**src/rtl/pixel_fetch_ctrl.sv**
```systemverilog
// Frame fetch sequencer: credit-throttled pixel reads from frame memory into the pixel FIFO.
// Define PIXEL_FETCH_CONTINUOUS_EN to stream frames back-to-back until stop.
module pixel_fetch_ctrl #(
  parameter int LINE_PIXELS     = 640,
  parameter int FRAME_LINES     = 480,
  parameter int ADDR_W          = 19,
  parameter int FIFO_DEPTH      = 1280,
  parameter int MAX_OUTSTANDING = 8
) (
  input  logic              clk,
  input  logic              rst,
  input  logic              start,
  input  logic              stop,
  input  logic [ADDR_W-1:0] baseAddr,
  output logic              memReq,
  output logic [ADDR_W-1:0] memAddr,
  input  logic              memGnt,
  input  logic              memRdValid,
  input  logic [23:0]       memRdData,
  input  logic [10:0]       fifoLevel,
  input  logic              fifoFull,
  output logic              fifoWrEn,
  output logic [23:0]       fifoWrData,
  output logic              busy,
  output logic              lineDone,
  output logic              frameDone,
  output logic              aborted,
  output logic              overflowErr
);

  localparam int TOTAL  = LINE_PIXELS * FRAME_LINES;
  localparam int REQ_W  = $clog2(TOTAL + 1);
  localparam int PIX_W  = $clog2(LINE_PIXELS + 1);
  localparam int LINE_W = $clog2(FRAME_LINES + 1);
  localparam int OUT_W  = $clog2(MAX_OUTSTANDING + 1);

  localparam logic [REQ_W-1:0] REQ_LAST  = REQ_W'(TOTAL - 1);
  localparam logic [REQ_W-1:0] REQ_TOTAL = REQ_W'(TOTAL);
  localparam logic [PIX_W-1:0] PIX_LAST  = PIX_W'(LINE_PIXELS - 1);
  localparam logic [OUT_W-1:0] OUT_MAX   = OUT_W'(MAX_OUTSTANDING);
  localparam logic [11:0]      DEPTH12   = 12'(FIFO_DEPTH);

  typedef enum logic [1:0] {IDLE, FETCH, DRAIN, DONE} state_t;

  state_t            state;
  logic              abort_flag;
  logic [REQ_W-1:0]  req_cnt;
  logic [OUT_W-1:0]  out_cnt;
  logic [PIX_W-1:0]  pix_cnt;
  logic [LINE_W-1:0] line_cnt;
`ifdef PIXEL_FETCH_CONTINUOUS_EN
  logic [ADDR_W-1:0] base_lat;
`endif

  logic              grant;
  logic              rd_ok;
  logic              req_ok;
  logic [OUT_W-1:0]  out_nxt;
  logic [REQ_W-1:0]  req_nxt;
  logic [11:0]       credit_sum;

  assign grant   = memReq & memGnt;
  // A return with nothing outstanding is a protocol error and is dropped.
  assign rd_ok   = memRdValid & (out_cnt != '0);
  assign out_nxt = out_cnt + OUT_W'(grant) - OUT_W'(rd_ok);
  assign req_nxt = req_cnt + REQ_W'(grant);

  // Credit counts the request being granted now, so the registered memReq never overshoots the FIFO.
  assign credit_sum = 12'(fifoLevel) + 12'(out_cnt) + 12'(fifoWrEn) + 12'(grant);
  assign req_ok     = (credit_sum < DEPTH12) && (out_nxt < OUT_MAX) && (req_nxt < REQ_TOTAL);

  assign busy = (state != IDLE);

  always_ff @(posedge clk or posedge rst) begin
    if (rst) begin
      state       <= IDLE;
      abort_flag  <= 1'b0;
      req_cnt     <= '0;
      out_cnt     <= '0;
      pix_cnt     <= '0;
      line_cnt    <= '0;
      memReq      <= 1'b0;
      memAddr     <= '0;
      fifoWrEn    <= 1'b0;
      fifoWrData  <= '0;
      lineDone    <= 1'b0;
      frameDone   <= 1'b0;
      aborted     <= 1'b0;
      overflowErr <= 1'b0;
`ifdef PIXEL_FETCH_CONTINUOUS_EN
      base_lat    <= '0;
`endif
    end else begin
      lineDone  <= 1'b0;
      frameDone <= 1'b0;
      aborted   <= 1'b0;

      out_cnt <= out_nxt;
      if (grant) begin
        memAddr <= memAddr + 1'b1;
        req_cnt <= req_nxt;
      end

      fifoWrEn <= rd_ok;
      if (rd_ok) begin
        fifoWrData <= memRdData;
        if (pix_cnt == PIX_LAST) begin
          lineDone <= 1'b1;
          pix_cnt  <= '0;
          line_cnt <= line_cnt + 1'b1;
        end else begin
          pix_cnt <= pix_cnt + 1'b1;
        end
      end

      if (fifoWrEn && fifoFull) overflowErr <= 1'b1;

      case (state)
        IDLE: begin
          if (start) begin
            state       <= FETCH;
            abort_flag  <= 1'b0;
            memAddr     <= baseAddr;
            req_cnt     <= '0;
            pix_cnt     <= '0;
            line_cnt    <= '0;
            overflowErr <= 1'b0;
`ifdef PIXEL_FETCH_CONTINUOUS_EN
            base_lat    <= baseAddr;
`endif
          end
        end
        FETCH: begin
          if (stop) begin
            // A grant in this same cycle is already counted above.
            memReq     <= 1'b0;
            abort_flag <= 1'b1;
            state      <= DRAIN;
          end else if (grant && (req_cnt == REQ_LAST)) begin
            memReq <= 1'b0;
            state  <= DRAIN;
          end else if (!(memReq && !memGnt)) begin
            memReq <= req_ok;
          end
        end
        DRAIN: begin
          if ((out_cnt == '0) && !fifoWrEn) begin
            if (abort_flag) begin
              aborted <= 1'b1;
              state   <= IDLE;
            end else begin
              frameDone <= 1'b1;
              state     <= DONE;
            end
          end
        end
        DONE: begin
`ifdef PIXEL_FETCH_CONTINUOUS_EN
          state    <= FETCH;
          memAddr  <= base_lat;
          req_cnt  <= '0;
          pix_cnt  <= '0;
          line_cnt <= '0;
`else
          state <= IDLE;
`endif
        end
      endcase
    end
  end

endmodule

```
**config.mk**
```make
export PLATFORM = sky130hd
export DESIGN_NAME = pixel_fetch_ctrl
export DESIGN_NICKNAME = d
export VERILOG_FILES = /design/src/rtl/pixel_fetch_ctrl.sv
export SDC_FILE = /design/constraint.sdc
export NUM_CORES = 1
export LEC_CHECK = 0
export ABC_CLOCK_PERIOD_IN_PS = 7250
export CAP_MARGIN = 5
export CORE_ASPECT_RATIO = 0.75
export CORE_UTILIZATION = 45
export DETAILED_ROUTE_END_ITERATION = 16
export PLACE_DENSITY = 0.75
export SETUP_SLACK_MARGIN = 0.02
export SLEW_MARGIN = 15
export SYNTH_ARGS = -nofsm -noshare
export SYNTH_HDL_FRONTEND = slang
export SYNTH_SLANG_ARGS = --single-unit
```
**constraint.sdc**
```tcl
create_clock -name clk -period 7.25 [get_ports clk]
set_clock_uncertainty 0.15 [all_clocks]
set_input_delay 1.45 -clock clk [delete_from_list [all_inputs] [get_ports clk]]
set_output_delay 1.45 -clock clk [all_outputs]
set_load 0.05 [all_outputs]
```
==> impl_metrics.json <==
{
  "clock-root-buffer": "clkbuf_16",
  "min_period_over_period_pct": 67.3,
  "worst_ep_arrival_time_ns": 4.98,
  "cts_hold_buf": 0,
  "layoutNonFillerInstCount": 712,
  "min_path_type": "reg -> reg",
  "p_clk_share_pct": 21.7,
  "synth_top_family_by_area": "simple AND/OR/NAND/NOR gates",
  "end_kind": "register",
  "syn-cell-area_um2": 4320,
  "drv_cap": 0,
  "sequentialPowerShare_pct": 34.5,
  "hold_viol": 0,
  "power_leakage_nw": 2.61,
  "io_buffers": 110,
  "cts_sinks": 85,
  "post_cts_buffers": 0,
  "max_freq_ghz": 0.205,
  "start_kind": "input pin",
  "min_from": "fifoWrData[14]",
  "final_cell_mix": "nand2_1 (118), clkdlybuf4s50_1 (110), dfrtp_1 (85)",
  "power_density_nw_per_um2": 357,
  "p_int_mw": 1.21,
  "core-area_um2": 9200,
  "pin_count": 111,
  "min_to": "fifoWrData[14]",
  "outcome": "finished clean",
  "cts_tree": "yes",
  "routed-via-count": 3608,
  "synth_fa_ha_area_share_pct": 5.56,
  "r2r_start": "out_cnt[2]",
  "numCtsBuffers": 9,
  "crit_required_ns": 7.35,
  "p_comb_share_pct": 43.8,
  "finalWirelength_um": 9470,
  "p_switching_mw": 0.886,
  "rows": 30,
  "die_h_um": 86.9,
  "ys_async_sr_fraction_pct": 100,
  "diodes": 0,
  "ant_nets": 0,
  "grt_pass1_wl_um": 16400,
  "worstHoldPathCells": 2,
  "p_sw_share_pct": 42.4,
  "rsz0062_at_grt": "no",
  "post-place-ws_ns": 2.01,
  "cts_resized": 0,
  "dieWidth_um": 115,
  "finalCriticalPeriod_ns": 4.88,
  "ys_types": 58,
  "synth-seq-area-share_pct": 49.2,
  "synth_top_cell_by_area": "dfrtp_1",
  "avgSynthCellArea_um2": 9.18,
  "die_area_um2": 10000,
  "r2r-end": "memReq",
  "overflow": 0,
  "ys_warn_count": 0,
  "synth-xor-area-share_pct": 9.12,
  "irDropWorstVdd_mv": 0.168,
  "drt_iter0_drc": 184,
  "cts.htree.levels": 3,
  "grt_usage_pct": 21.0,
  "dpl.cell_count": 697,
  "nets": 659,
  "area_growth_pct": 35.4,
  "grt_pass1_vias": 3604,
  "report.final.slew_viol_count": 0,
  "setup_viol": 0,
  "synth_compound_area_share_pct": 7.41,
  "synth-edff-count": 0,
  "drc": 0,
  "layout_commonest_cell": "nand2_1",
  "synth-simple-area-share_pct": 25.0,
  "drt-pass1-iter-count": 4,
  "gp_congestion": 0.916,
  "drive_gt1_share_pct": 5.99,
  "clockBufferDepth": 2,
  "drt-wirelength-per-cell_um": 13.3,
  "ys_ff_latch": 85,
  "max_slew_margin_pct": 49.7,
  "worst_slack_ns": 2.37,
  "synth_area_leaders": "dfrtp_1 (49%), nand2_1 (10%), xor2_1 (6.5%)",
  "ys.flop_type": "dfrtp_1",
  "hpwl_um": 6700,
  "insertion_delay_ns": 0.34,
  "clk_pin_slew_ns": 0.06,
  "yosys.area.top_type_share_pct": 49.2,
  "reg2reg_slack_ns": 2.78,
  "viasPerCell": 5.07,
  "grt_max_degree": 86,
  "reg2reg_depth": 15,
  "synth.mux.area_fraction_pct": 0.463,
  "syn_inst": 471,
  "antenna_found_initial": 0,
  "criticalPathCategory": "in -> reg",
  "tightest_slew_ns": 0.755,
  "initial_core_util_pct": 47.0,
  "syn-num-nets": 550,
  "setup-tns-final_ns": 0,
  "cp_max_fo": 31
}
cells in the mapped netlist (5+ instances only):
cell type and number:
a21oi_1 10, clkbuf_1 10, dfrtp_1 85, ha_1 16, inv_1 17, nand2_1 118
nand3_1 17, nand4_1 14, nor2_1 51, nor3_1 8, o21ai_0 18, o21ai_1 5
xnor2_1 13, xor2_1 32
how the worst max path moves through the flow:
stage,from,endpoint,cells past startpoint
global placement,memRdValid,memReq,13
global route,memRdValid,memReq,13
floorplan,memRdValid,memReq,12
finish,memRdValid,memReq,13
detailed placement,memRdValid,memReq,13
CTS,memRdValid,memReq,13
worst max-delay path, stage by stage:
cell	delay (ns)
clkdlybuf4s50_1	0.40
nand2_1	0.06
buf_4	0.30
clkinv_1	0.65
ha_1	0.53
inv_1	0.07
ha_1	0.22
a21o_1	0.18
a21oi_1	0.16
xor2_1	0.10
or3_1	0.37
a211o_1	0.28
o31ai_2	0.20
metal layers:
layer | vias up | GRT usage [%] | routed length, um
met3 | 10 | 6.26 | 583
met2 | 100 | 34.6 | 4360
met1 | 1717 | 27.0 | 4450
met4 | 0 | 5.67 | 83
li1 | 1781 | - | -
met5 | - | 0 | 0
power groups by stage:
| stage | logic [mW] | registers [mW] | clock network, mW |
|---|---|---|---|
| 4_1_cts | 0.927 | 0.719 | 0.468 |
| 2_1_floorplan | 0.310 | 1.02 | 0 |
| 6_report | 0.917 | 0.721 | 0.454 |
| 3_3_place_gp | 0.899 | 0.722 | 0 |
| 3_5_place_dp | 0.923 | 0.722 | 0 |
| 5_1_grt | 0.991 | 0.738 | 0.492 |
flip-flops by register name, indices dropped and copies added (netlist names):
signal	count
memReq	1
pix_cnt	10
state	2
lineDone	1
frameDone	1
aborted	1
memAddr	19
out_cnt	4
abort_flag	1
req_cnt	19
fifoWrEn	1
fifoWrData	24
overflowErr	1
area by class of cell:
cell class                 instances  area (um2)
sequential                        85        2130
inverter                          19        72.6
clock buffer                      10         239
tap                              128         160
timing repair buffer             113        1130
fill                             786        3350
multi-input combinational        352        2060
clock inverter                     5        60.1
kinds of logic (layout without fill, tap and decap cells):
kind of cell    count (synthesis)  count (layout)
mux                             2               2
buf+inv                        34             147
fa+ha+maj                      18              18
compound gates                 51              51
simple gates                  236             236
flops                          85              85
xor+xnor                       45              45
stage by stage:
stage	utilization (%)	cell area [um2]	power (mW)	hold WS, ns
finish	63.6	5850	2.09	0.333
global route	63.6	5850	2.22	0.359
CTS	63.6	5850	2.11	0.332
detailed placement	60.3	5550	1.65	0.315
global placement	60.3	5550	1.62	0.313
floorplan	-	4320	1.33	0.333
No activity file was read; power rests on OpenSTA's default activity.
